### src/rtl/mmio_art_key_pkg.sv
// Shared constants for the ART serial-transmit / key-input bus responder:
// register offsets, status/control bit positions and the TX state encoding.
package mmio_art_key_pkg;

   // Register offsets, taken from bus_address[4:3]
   localparam logic [1:0] OFF_ART_DATA = 2'd0;
   localparam logic [1:0] OFF_ART_STAT = 2'd1;
   localparam logic [1:0] OFF_KEY_DATA = 2'd2;
   localparam logic [1:0] OFF_KEY_CTRL = 2'd3;

   // ART_STAT bit positions
   localparam int STAT_TX_FULL  = 0;
   localparam int STAT_TX_EMPTY = 1;
   localparam int STAT_TX_BUSY  = 2;
   localparam int STAT_TX_OVF   = 3;

   // KEY_CTRL bit positions
   localparam int CTRL_IRQ_EN      = 0;
   localparam int CTRL_RX_NONEMPTY = 1;
   localparam int CTRL_RX_OVF      = 2;

   // Marker bit set in a KEY_DATA read that actually returned a key
   localparam int KEY_VALID_BIT = 8;

   // Serializer states
   typedef enum logic [1:0] {
      TX_IDLE  = 2'd0,
      TX_START = 2'd1,
      TX_DATA  = 2'd2,
      TX_STOP  = 2'd3
   } tx_state_e;

endpackage

### src/rtl/mmio_art_key_responder_if.sv
// Core-side memory-mapped bus: address/data/enables from the core, registered
// read data and the interrupt code back to it.
interface mmio_art_key_responder_if;
   logic [63:0] bus_address;
   logic [63:0] bus_write_data;
   logic        bus_write_enable;
   logic        bus_read_enable;
   logic [63:0] bus_read_data;
   logic [3:0]  interrupt_vector;

   modport master (
      output bus_address, bus_write_data, bus_write_enable, bus_read_enable,
      input  bus_read_data, interrupt_vector
   );

   modport slave (
      input  bus_address, bus_write_data, bus_write_enable, bus_read_enable,
      output bus_read_data, interrupt_vector
   );
endinterface

### src/rtl/sync_fifo.sv
// Single-clock FIFO with first-word-fall-through read data. A pop on an empty
// FIFO is ignored; a push on a full FIFO only lands if a pop frees the slot in
// the same cycle.
module sync_fifo #(
   parameter int WIDTH = 8,
   parameter int DEPTH = 8
) (
   input  logic                     clk,
   input  logic                     reset,
   input  logic                     push,
   input  logic                     pop,
   input  logic [WIDTH-1:0]         wdata,
   output logic [WIDTH-1:0]         rdata,
   output logic                     full,
   output logic                     empty,
   output logic [$clog2(DEPTH):0]   count
);
   localparam int AW = $clog2(DEPTH);

   logic [WIDTH-1:0] mem [DEPTH];
   logic [AW-1:0]    wr_ptr;
   logic [AW-1:0]    rd_ptr;
   logic             do_push;
   logic             do_pop;

   assign empty   = (count == '0);
   assign full    = (count == (AW+1)'(DEPTH));
   assign do_pop  = pop && !empty;
   assign do_push = push && (!full || do_pop);
   assign rdata   = mem[rd_ptr];

   // Storage array, written only when a push is actually performed
   always_ff @(posedge clk) begin
      if (do_push) mem[wr_ptr] <= wdata;
   end

   // Pointers and occupancy
   always_ff @(posedge clk or posedge reset) begin
      if (reset) begin
         wr_ptr <= '0;
         rd_ptr <= '0;
         count  <= '0;
      end else begin
         if (do_push) wr_ptr <= wr_ptr + 1'b1;
         if (do_pop)  rd_ptr <= rd_ptr + 1'b1;
         case ({do_push, do_pop})
            2'b10:   count <= count + 1'b1;
            2'b01:   count <= count - 1'b1;
            default: count <= count;
         endcase
      end
   end
endmodule

### src/rtl/mmio_art_key_responder.sv
// Memory-mapped responder: ART serial transmitter at +0x00/+0x08 and key
// input FIFO with interrupt at +0x10/+0x18. Bus transactions are accepted only
// on the rising edge of the write/read enables.
module mmio_art_key_responder
   import mmio_art_key_pkg::*;
#(
   parameter logic [63:0] BASE_ADDR = 64'h8000_0000,
   parameter int          CLK_HZ    = 50_000_000,
   parameter int          BAUD      = 115200,
   parameter int          TX_DEPTH  = 8,
   parameter int          RX_DEPTH  = 8,
   parameter logic [3:0]  IRQ_CODE  = 4'd1
) (
   input  logic                      clk,
   input  logic                      reset,
   mmio_art_key_responder_if.slave   bus,
   input  logic                      key_valid,
   input  logic [7:0]                key_data,
   output logic                      uart_tx
);
   localparam int DIV = CLK_HZ / BAUD;
   localparam int CW  = (DIV > 1) ? $clog2(DIV) : 1;
   localparam logic [CW-1:0] LAST = CW'(DIV - 1);

   // Bus decode and edge qualification
   logic        we_q, re_q;
   logic        hit, wr_acc, rd_acc;
   logic [1:0]  offset;

   // Control/status state
   logic        tx_ovf, tx_ovf_n;
   logic        rx_ovf, rx_ovf_n;
   logic        irq_en, irq_en_n;
   logic [63:0] rd_value;
   logic [63:0] read_data_q;
   logic [3:0]  irq_q;

   // FIFO hookups
   logic        tx_push, tx_pop, tx_full, tx_empty;
   logic        rx_pop, rx_full, rx_empty;
   logic [7:0]  tx_rdata, rx_rdata;
   logic [$clog2(TX_DEPTH):0] tx_count;
   logic [$clog2(RX_DEPTH):0] rx_count;

   // Serializer
   tx_state_e   state, state_n;
   logic [CW-1:0] cnt, cnt_n;
   logic [2:0]  idx, idx_n;
   logic [7:0]  sh, sh_n;
   logic        line_q, line_n;
   logic        tx_busy;

   logic        unused_bits;

   assign hit    = (bus.bus_address[63:5] == BASE_ADDR[63:5]);
   assign offset = bus.bus_address[4:3];
   assign wr_acc = bus.bus_write_enable && !we_q && hit;
   assign rd_acc = bus.bus_read_enable  && !re_q && hit;

   assign tx_push = wr_acc && (offset == OFF_ART_DATA);
   assign rx_pop  = rd_acc && (offset == OFF_KEY_DATA) && !rx_empty;
   assign tx_busy = (state != TX_IDLE);

   assign bus.bus_read_data    = read_data_q;
   assign bus.interrupt_vector = irq_q;
   assign uart_tx              = line_q;

   assign unused_bits = ^{bus.bus_write_data[63:8], bus.bus_address[2:0],
                          tx_count, rx_count};

   sync_fifo #(.WIDTH(8), .DEPTH(TX_DEPTH)) u_tx_fifo (
      .clk   (clk),
      .reset (reset),
      .push  (tx_push),
      .pop   (tx_pop),
      .wdata (bus.bus_write_data[7:0]),
      .rdata (tx_rdata),
      .full  (tx_full),
      .empty (tx_empty),
      .count (tx_count)
   );

   sync_fifo #(.WIDTH(8), .DEPTH(RX_DEPTH)) u_rx_fifo (
      .clk   (clk),
      .reset (reset),
      .push  (key_valid),
      .pop   (rx_pop),
      .wdata (key_data),
      .rdata (rx_rdata),
      .full  (rx_full),
      .empty (rx_empty),
      .count (rx_count)
   );

   // Register updates from writes and FIFO overflows; reads see post-write values
   always_comb begin
      tx_ovf_n = tx_ovf;
      rx_ovf_n = rx_ovf;
      irq_en_n = irq_en;
      rd_value = '0;
      if (wr_acc && (offset == OFF_ART_STAT) && bus.bus_write_data[3]) tx_ovf_n = 1'b0;
      if (tx_push && tx_full && !tx_pop) tx_ovf_n = 1'b1;
      if (wr_acc && (offset == OFF_KEY_CTRL)) begin
         irq_en_n = bus.bus_write_data[0];
         if (bus.bus_write_data[2]) rx_ovf_n = 1'b0;
      end
      if (key_valid && rx_full && !rx_pop) rx_ovf_n = 1'b1;
      case (offset)
         OFF_ART_STAT: begin
            rd_value[STAT_TX_FULL]  = tx_full;
            rd_value[STAT_TX_EMPTY] = tx_empty;
            rd_value[STAT_TX_BUSY]  = tx_busy;
            rd_value[STAT_TX_OVF]   = tx_ovf_n;
         end
         OFF_KEY_DATA: begin
            if (!rx_empty) begin
               rd_value[7:0]          = rx_rdata;
               rd_value[KEY_VALID_BIT] = 1'b1;
            end
         end
         OFF_KEY_CTRL: begin
            rd_value[CTRL_IRQ_EN]      = irq_en_n;
            rd_value[CTRL_RX_NONEMPTY] = !rx_empty;
            rd_value[CTRL_RX_OVF]      = rx_ovf_n;
         end
         default: rd_value = '0;
      endcase
   end

   // Edge detectors, control registers, read data and interrupt output
   always_ff @(posedge clk or posedge reset) begin
      if (reset) begin
         we_q        <= 1'b0;
         re_q        <= 1'b0;
         tx_ovf      <= 1'b0;
         rx_ovf      <= 1'b0;
         irq_en      <= 1'b1;
         read_data_q <= '0;
         irq_q       <= 4'd0;
      end else begin
         we_q   <= bus.bus_write_enable;
         re_q   <= bus.bus_read_enable;
         tx_ovf <= tx_ovf_n;
         rx_ovf <= rx_ovf_n;
         irq_en <= irq_en_n;
         if (bus.bus_read_enable && !re_q) read_data_q <= hit ? rd_value : 64'd0;
         irq_q  <= (irq_en && !rx_empty) ? IRQ_CODE : 4'd0;
      end
   end

   // Serializer state register; the line output is registered with the state
   always_ff @(posedge clk or posedge reset) begin
      if (reset) begin
         state  <= TX_IDLE;
         cnt    <= '0;
         idx    <= '0;
         sh     <= '0;
         line_q <= 1'b1;
      end else begin
         state  <= state_n;
         cnt    <= cnt_n;
         idx    <= idx_n;
         sh     <= sh_n;
         line_q <= line_n;
      end
   end

   // Serializer next-state: 8N1 framing, each phase lasting DIV clocks
   always_comb begin
      state_n = state;
      cnt_n   = cnt;
      idx_n   = idx;
      sh_n    = sh;
      tx_pop  = 1'b0;
      line_n  = 1'b1;
      case (state)
         TX_IDLE: begin
            if (!tx_empty) begin
               tx_pop  = 1'b1;
               sh_n    = tx_rdata;
               state_n = TX_START;
               cnt_n   = '0;
            end
         end
         TX_START: begin
            if (cnt == LAST) begin
               state_n = TX_DATA;
               cnt_n   = '0;
               idx_n   = '0;
            end else begin
               cnt_n = cnt + 1'b1;
            end
         end
         TX_DATA: begin
            if (cnt == LAST) begin
               cnt_n = '0;
               sh_n  = {1'b0, sh[7:1]};
               idx_n = idx + 1'b1;
               if (idx == 3'd7) state_n = TX_STOP;
            end else begin
               cnt_n = cnt + 1'b1;
            end
         end
         TX_STOP: begin
            if (cnt == LAST) begin
               state_n = TX_IDLE;
               cnt_n   = '0;
            end else begin
               cnt_n = cnt + 1'b1;
            end
         end
         default: state_n = TX_IDLE;
      endcase
      case (state_n)
         TX_START: line_n = 1'b0;
         TX_DATA:  line_n = sh_n[0];
         default:  line_n = 1'b1;
      endcase
   end
endmodule

### src/flat_wrapper.sv
// flat-port wrapper written by rule: the top's interface ports become plain ports
module mmio_art_key_responder_flat import mmio_art_key_pkg::*;
#(
   parameter logic [63:0] BASE_ADDR = 64'h8000_0000,
   parameter int          CLK_HZ    = 50_000_000,
   parameter int          BAUD      = 115200,
   parameter int          TX_DEPTH  = 8,
   parameter int          RX_DEPTH  = 8,
   parameter logic [3:0]  IRQ_CODE  = 4'd1
)
  (clk, reset, key_valid, key_data, uart_tx, bus_bus_address, bus_bus_write_data, bus_bus_write_enable, bus_bus_read_enable, bus_bus_read_data, bus_interrupt_vector);
  mmio_art_key_responder_if bus_i ();
  input  logic clk;
  input  logic reset;
  input  logic key_valid;
  input  logic [7:0] key_data;
  output logic uart_tx;
  input wire logic [$bits(bus_i.bus_address)-1:0] bus_bus_address;
  input wire logic [$bits(bus_i.bus_write_data)-1:0] bus_bus_write_data;
  input wire logic [$bits(bus_i.bus_write_enable)-1:0] bus_bus_write_enable;
  input wire logic [$bits(bus_i.bus_read_enable)-1:0] bus_bus_read_enable;
  output wire logic [$bits(bus_i.bus_read_data)-1:0] bus_bus_read_data;
  output wire logic [$bits(bus_i.interrupt_vector)-1:0] bus_interrupt_vector;
  assign bus_i.bus_address = bus_bus_address;
  assign bus_i.bus_write_data = bus_bus_write_data;
  assign bus_i.bus_write_enable = bus_bus_write_enable;
  assign bus_i.bus_read_enable = bus_bus_read_enable;
  assign bus_bus_read_data = bus_i.bus_read_data;
  assign bus_interrupt_vector = bus_i.interrupt_vector;
  mmio_art_key_responder #(.BASE_ADDR(BASE_ADDR), .CLK_HZ(CLK_HZ), .BAUD(BAUD), .TX_DEPTH(TX_DEPTH), .RX_DEPTH(RX_DEPTH), .IRQ_CODE(IRQ_CODE)) u_core (.clk(clk), .reset(reset), .bus(bus_i), .key_valid(key_valid), .key_data(key_data), .uart_tx(uart_tx));
endmodule
### config.mk
export PLATFORM = sky130hd
export DESIGN_NAME = mmio_art_key_responder_flat
export DESIGN_NICKNAME = d
export VERILOG_FILES = /design/src/rtl/mmio_art_key_pkg.sv /design/src/rtl/mmio_art_key_responder_if.sv /design/src/rtl/sync_fifo.sv /design/src/rtl/mmio_art_key_responder.sv /design/src/flat_wrapper.sv
export SDC_FILE = /design/constraint.sdc
export NUM_CORES = 1
export LEC_CHECK = 0
export CAP_MARGIN = 10
export CELL_PAD_IN_SITES_DETAIL_PLACEMENT = 0
export CELL_PAD_IN_SITES_GLOBAL_PLACEMENT = 1
export CORE_MARGIN = 2
export CORE_UTILIZATION = 36
export CTS_BUF_LIST = sky130_fd_sc_hd__clkbuf_16
export CTS_CLUSTER_SIZE = 25
export DETAILED_ROUTE_END_ITERATION = 6
export GPL_TIMING_DRIVEN = 0
export PLACE_DENSITY_LB_ADDON = 0.1
export REMOVE_ABC_BUFFERS = 1
export SLEW_MARGIN = 20
export SYNTH_ARGS = -nofsm -noshare
export SYNTH_HDL_FRONTEND = slang
export SYNTH_SLANG_ARGS = --single-unit
export TNS_END_PERCENT = 50
### constraint.sdc
create_clock -name clk -period 2.6 [get_ports clk]
set_input_delay 0.26 -clock clk [delete_from_list [all_inputs] [get_ports clk]]
set_output_delay 0.26 -clock clk [all_outputs]
set_load 0.01 [all_outputs]
Word-level counts from Yosys, hierarchy flattened
Memories as Yosys holds them, arrays and structs flattened.
Cells that the tools add are included.
{ "word_totals": {"n_memories": 2, "out_inout_bits": 69, "mem_bits_rw": 128, "wordCells": 128, "regBits": 116, "inputBits": 141} }
{ "memory_table": {"columns": ["memory", "words", "width", "read_ports", "rd_clocked_by_memory_dff", "write_ports", "line_no", "text"], "rows": [
  ["u_core.u_rx_fifo.mem", 8, 8, 1, 0, 1, "sync_fifo.sv:20", "logic [WIDTH-1:0] mem [DEPTH];"],
  ["u_core.u_tx_fifo.mem", 8, 8, 1, 0, 1, "sync_fifo.sv:20", null]
]} }
{ "op_classes": {"n_eq_ne": 20, "n_mux": 36, "add_sub_neg": 10, "reduce_logical": 41} }
{ "op_table": {"columns": ["operator", "n"], "rows": [
  ["== test 59 x 27 -> 1 bit (second input constant)", 1],
  ["two-way mux 9 bit", 4],
  ["logical AND 1 bit", 19],
  ["one-hot mux 9 bit (2 select lines)", 1],
  ["two-way mux 8 bit", 2],
  ["one-hot mux 4 bit (2 select lines)", 2],
  ["one-hot mux 8 bit (2 select lines)", 1],
  ["adder 3 x 1 -> 3 bit (second input constant)", 5],
  ["== test 2 bit (second input constant)", 7],
  ["two-way mux 1 bit", 13],
  ["== test 2 x 1 -> 1 bit (second input constant)", 5],
  ["two-way mux 2 bit", 5],
  ["nonzero test 2 bit", 5],
  ["adder 9 x 1 -> 9 bit (second input constant)", 1],
  ["== test 9 bit (second input constant)", 1],
  ["one-hot mux 3 bit (3 select lines)", 1],
  ["adder 4 x 1 -> 4 bit (second input constant)", 2],
  ["== test 4 bit (second input constant)", 2],
  ["zero test 1 bit", 8],
  ["zero test 4 bit", 2],
  ["one-hot mux 2 bit (4 select lines)", 1],
  ["subtractor 4 x 1 -> 4 bit (second input constant)", 2],
  ["two-way mux 3 bit", 2],
  ["one-hot mux 3 bit (2 select lines)", 1],
  ["other kinds (9)", 14]
]} }

Longest topological paths before layout
{ "logic_depth": {"depth_word": 10, "mapped_depth": 13, "mapped_depth_nobuf": 12} }

Modules after synthesis
A second synthesis with hierarchy kept.
{ "hier_totals": {"hier_cells": 626, "area_unflattened_um2": 9014.9} }
{ "by_module_without_submodules": {"columns": ["mod", "area_per_inst_um2", "n_inst", "seq_area_each_um2", "cells_per_inst"], "rows": [
  ["sync_fifo", 3135.5, 2, 2172.1, 165],
  ["mmio_art_key_responder", 2743.9, 1, 953.4, 296]
]} }

Least setup slack after synthesis
Ideal clock, no wire load.
{ "synth_path": {"path_type": "input port to flip-flop", "from": "input port bus_bus_address[33]", "to": "register u_core.u_rx_fifo.count[3]", "path_slack_ns": -0.103, "cell_stages": 10, "setup_ns": 0.094, "required_time_ns": 2.506, "arrival_time_ns": 2.609, "n_path_buf": 0, "cell_sequence": "nor4_2 > nand4_1 > or4_1 > nor3_1 > ha_1 > a21o_1 > a21oi_1 > nor2b_1 > mux2i_1 > a211oi_1"} }
{ "synth_via": {"elab_chain_cells": 9, "elab_cells_between_ends": 11, "cone_classes": "3 x eq/ne; 1 x mux; 7 x reduce/logical"} }
{ "synth_lines": {"columns": ["element", "line_no", "text"], "rows": [
  ["start: declaration", "flat_wrapper.sv:18", "input wire logic [$bits(bus_i.bus_address)-1:0] bus_bus_address;"],
  ["== test 59 x 27 -> 1 bit (*)", "mmio_art_key_responder.sv:55", "assign hit = (bus.bus_address[63:5] == BASE_ADDR[63:5]);"],
  ["logical AND 1 bit (*)", "mmio_art_key_responder.sv:58", "assign rd_acc = bus.bus_read_enable && !re_q && hit;"],
  ["logical AND 1 bit (*) (2 in series)", "mmio_art_key_responder.sv:61", "assign rx_pop = rd_acc && (offset == OFF_KEY_DATA) && !rx_empty;"],
  ["logical AND 1 bit (*)", "sync_fifo.sv:28", "assign do_pop = pop && !empty;"],
  ["logical OR 1 bit", "sync_fifo.sv:29", "assign do_push = push && (!full || do_pop);"],
  ["logical AND 1 bit", "sync_fifo.sv:29", null],
  ["== test 2 x 1 -> 1 bit or == test 2 bit (tied branches)", "sync_fifo.sv:46", "case ({do_push, do_pop})"],
  ["one-hot mux 4 bit (2 select lines) or nonzero test 2 bit (tied branches)", null, null],
  ["end signal: assignment", "sync_fifo.sv:47", "2'b10: count <= count + 1'b1;"],
  ["end signal: assignment", "sync_fifo.sv:48", "2'b01: count <= count - 1'b1;"],
  ["end signal: assignment", "sync_fifo.sv:49", "default: count <= count;"],
  ["end: declaration", "sync_fifo.sv:16", "output logic [$clog2(DEPTH):0] count"]
]} }
Every way passes the cells marked *; elsewhere a longest branch is shown, timed or not.
A chain may end at the register's enable or synchronous reset.

Worst setup path after layout
{ "layout_path": {"from": "input port bus_bus_address[23]", "to": "register u_core.u_rx_fifo.count[3]"} }
The elaborated chain is that of the path after synthesis.

==> results.md <==
* CP max-delay cell: or4_4
* Post-Route Skew at 10.2 ps
* GRT overflow at 0
* Xor and xnor area share after synthesis at 0.0164
* DP Area at 0.00967 mm²
* Tightest hold margin at 91.8 ps
* Top cells by area, synth: edfxtp_1 45%, dfrtp_1 16%, mux4_2 8.4%
* Simple-gate share of the synthesized area at 0.100
* # rows at 56
* WS Path Type: input pin to register
* Yosys cell types at 54
* Height of the die at 158 µm
* Post-synth ARST share at 0.312
* Post-synthesis adder-cell area fraction at 0.0295
* Fin. max-slew vios at 0
* Post-synth EDFFs at 128
* Critical Path Fanout Max at 2
* Max Root-Sink Buffers at 2
* DRC at 0
* Data arrival, critical path at 2890 ps
* Status: finished, final reports clean
* Number of synthesis warnings at 0
* Max VDD drop at 0.000427 V
* Crit path launch type: input pin
* DRT antenna net count at 0
* Total CTS buffers at 17
* Starting Density at 0.366
* First-pass GRT wire length at 29.9 mm
* Post-Route WL at 18.9 mm
* Synth Area in Compound Gates at 0.0508
* Final core utilization at 0.461
* PwrDens at 621 mW/mm²
* Max Clock Freq at 391 MHz
* Post-synthesis mux area share at 0.116
* I/O pin total at 210
* Root Driver: clkbuf_16
* Static Leak at 3.98 nW
* CP Cell Sequence: clkdlybuf4s50_1 -> nor4_1 -> nand4_1 -> or4_4 -> nor3_4 -> ha_1 -> a21o_1 -> a21oi_2 -> nor2b_2 -> mux2i_1 -> a211oi_1
* Synth top area share at 0.449
* Die area at 0.0251 mm²
* Area grow syn2layout at 25.9%
* Seq/Total Area, Yosys at 0.618
* Initial DRC count at 255
* Rel. slew slack at 0.409
* CTS Sinks at 186
* Clk_lat worst skew at 430 ps
* Crit path capture type: register
* CP Buf/Inv Count at 1
* Area of the core at 0.0234 mm²
* Most frequent cells in the layout: 128 x edfxtp_1, 58 x conb_1, 54 x dfrtp_1
* Largest family of logic cells by synthesized area: multiplexers
* Fin crit share at 0.983
* Share of post-route cells with drive strength above 1 at 0.218
* Antenna Cells at 0
* R2r endpoint: u_core.u_rx_fifo.count[3]
* Clock transition at the registers of the reported paths at 70 ps
* Worst reg2reg startpoint: u_core.re_q
* GRT Util Overall at 0.161
* Reg2reg setup slack at 100 ps
* DR pass1 iterations at 4
* Fin. Hold Viols at 0
* GP Congestion at 0.742
* Area leader, netlist: edfxtp_1
* CP max stage delay at 560 ps
* CTS tree: yes
* RSZ-0062 raised after global routing: true
* FF+latch count, synth at 186
* Via count of the routed design at 5123
* H-Tree Depth at 4
* Drt wl/cell at 17.9 µm
* Post-Syn Area at 0.00857 mm²
* Hpwl dp at 12.9 mm
* Synthesized area per cell at 14.3 µm²
* Die X at 158 µm
* Max-Cap Viols at 0
* Pre-CTS setup slack at -1110 ps
* Antenna violations before repair at 0
* Vias in the first global route at 5348
* Largest net degree at the start of global routing at 52
* Leading cell type in the layout, fill and taps excluded: edfxtp_1
* Final min period at 2560 ps
* # nets final at 881
* Worst reg-to-reg path cell count at 10
* Critical path data required time at 2940 ps
* Synth Flop Type: edfxtp_1
* Final setup violation count at 0
* Post-Syn Instances at 599
* CP top delay family: simple AND/OR/NAND/NOR gates
* Min-Delay Path Class: input pin to asynchronous set/reset pin
* Via density at 4.87
* Finished Cell Area at 0.0108 mm²
* Worst-Margin Slew at 887 ps
* Setup slack after layout at 44.9 ps
* IO Port Bufs at 92
==> per-stage QoR <==
stage | power (mW) | std cells | TNS, ps
floorplan | 3.85 | 580 | -144
detailed placement | 4.19 | 996 | -117920
finish | 6.71 | 1053 | 0
global route | 7.02 | 1053 | -47.5
CTS | 6.77 | 1045 | -189
global placement | 4.13 | 991 | -158670
==> sequential cells by signal (all words and copies together) (netlist names) <==
signal,count
u_core.u_rx_fifo.rd_ptr,3
u_core.tx_ovf,1
u_core.u_tx_fifo.rd_ptr,3
u_core.re_q,1
u_core.we_q,1
u_core.u_rx_fifo.count,4
u_core.rx_ovf,1
u_core.cnt,9
u_core.u_rx_fifo.wr_ptr,3
u_core.uart_tx,1
u_core.u_rx_fifo.mem,64
u_core.bus.interrupt_vector,1
u_core.state,2
u_core.irq_en,1
u_core.u_tx_fifo.wr_ptr,3
u_core.u_tx_fifo.count,4
u_core.bus.bus_read_data,9
u_core.idx,3
u_core.sh,8
u_core.u_tx_fifo.mem,64
==> timing repair <==
action | 4_1_cts | 5_1_grt
setup endpoints to repair | 134 | 122
buffers inserted | 17 | 9
hold buffers | 0 | 0
pin swaps | 40 | 24
resized for setup | 94 | 25
==> layer usage <==
metal | wire (µm) | global-route usage | vias up
met5 | 0 | 0 | -
met2 | 10100 | 0.290 | 105
met4 | 256 | 0.0450 | 0
li1 | - | - | 2417
met3 | 612 | 0.0335 | 15
met1 | 7850 | 0.195 | 2586
==> cell type report <==
| cell class | instances | area (µm²) |
|---|---|---|
| fillers | 2086 | 12600 |
| flip-flops and latches | 186 | 5300 |
| multi-input cells | 375 | 3270 |
| repair buffers | 122 | 1190 |
| clock buffers | 17 | 425 |
| well taps | 319 | 399 |
| clock inverters | 15 | 130 |
| inverters | 19 | 73.8 |
==> power by group <==
group / total [mW] / switching (mW) / internal [mW]
registers: 3.45 / 0.0836 / 3.37
logic: 0.799 / 0.469 / 0.330
clock network: 2.46 / 1.13 / 1.33
==> worst max path at each step <==
stage | start | endpoint | slack [ps] | depth (start not counted)
final | bus_bus_address[23] | u_core.u_rx_fifo.count[3] | 40 | 11
after global routing | u_core.re_q | u_core.u_rx_fifo.count[3] | -50 | 10
after CTS | bus_bus_address[49] | u_core.u_tx_fifo.mem[3][2] | -20 | 7
after detailed placement | bus_bus_address[32] | u_core.u_rx_fifo.mem[7][6] | -1110 | 7
after global placement | bus_bus_address[33] | u_core.u_rx_fifo.mem[0][6] | -1400 | 7
after floorplan | bus_bus_address[33] | u_core.u_rx_fifo.count[3] | -110 | 10
==> cell families after synthesis <==
logic type / count (synthesis)
flops: 186
simple gates: 153
buf+inv: 95
compound gates: 71
mux: 58
fa+ha+maj: 19
xor+xnor: 16
other cells: 1
==> synth_stat cells, drive strengths merged, types with 2 or more instances <==
cell and count:
a31oi 2, a21o 3, o31ai 2, o211ai 4, ha 17, nor4b 3
a22oi 6, nor2 19, nand2b 10, dfstp 2, nor4 29, mux2i 18
nor2b 6, a22o 3, nand3 6, nor3 10, dfrtp 56, edfxtp 128
clkbuf 9, nand4b 2, nand4 13, nand3b 2, o21ai 34, mux2 8
xnor2 13, o22ai 4, fa 2, nand2 39, and3 5, mux4 32
a21oi 7, buf 67, inv 19, xor2 3, and2 5
No activity file was read; power rests on OpenSTA's default activity.
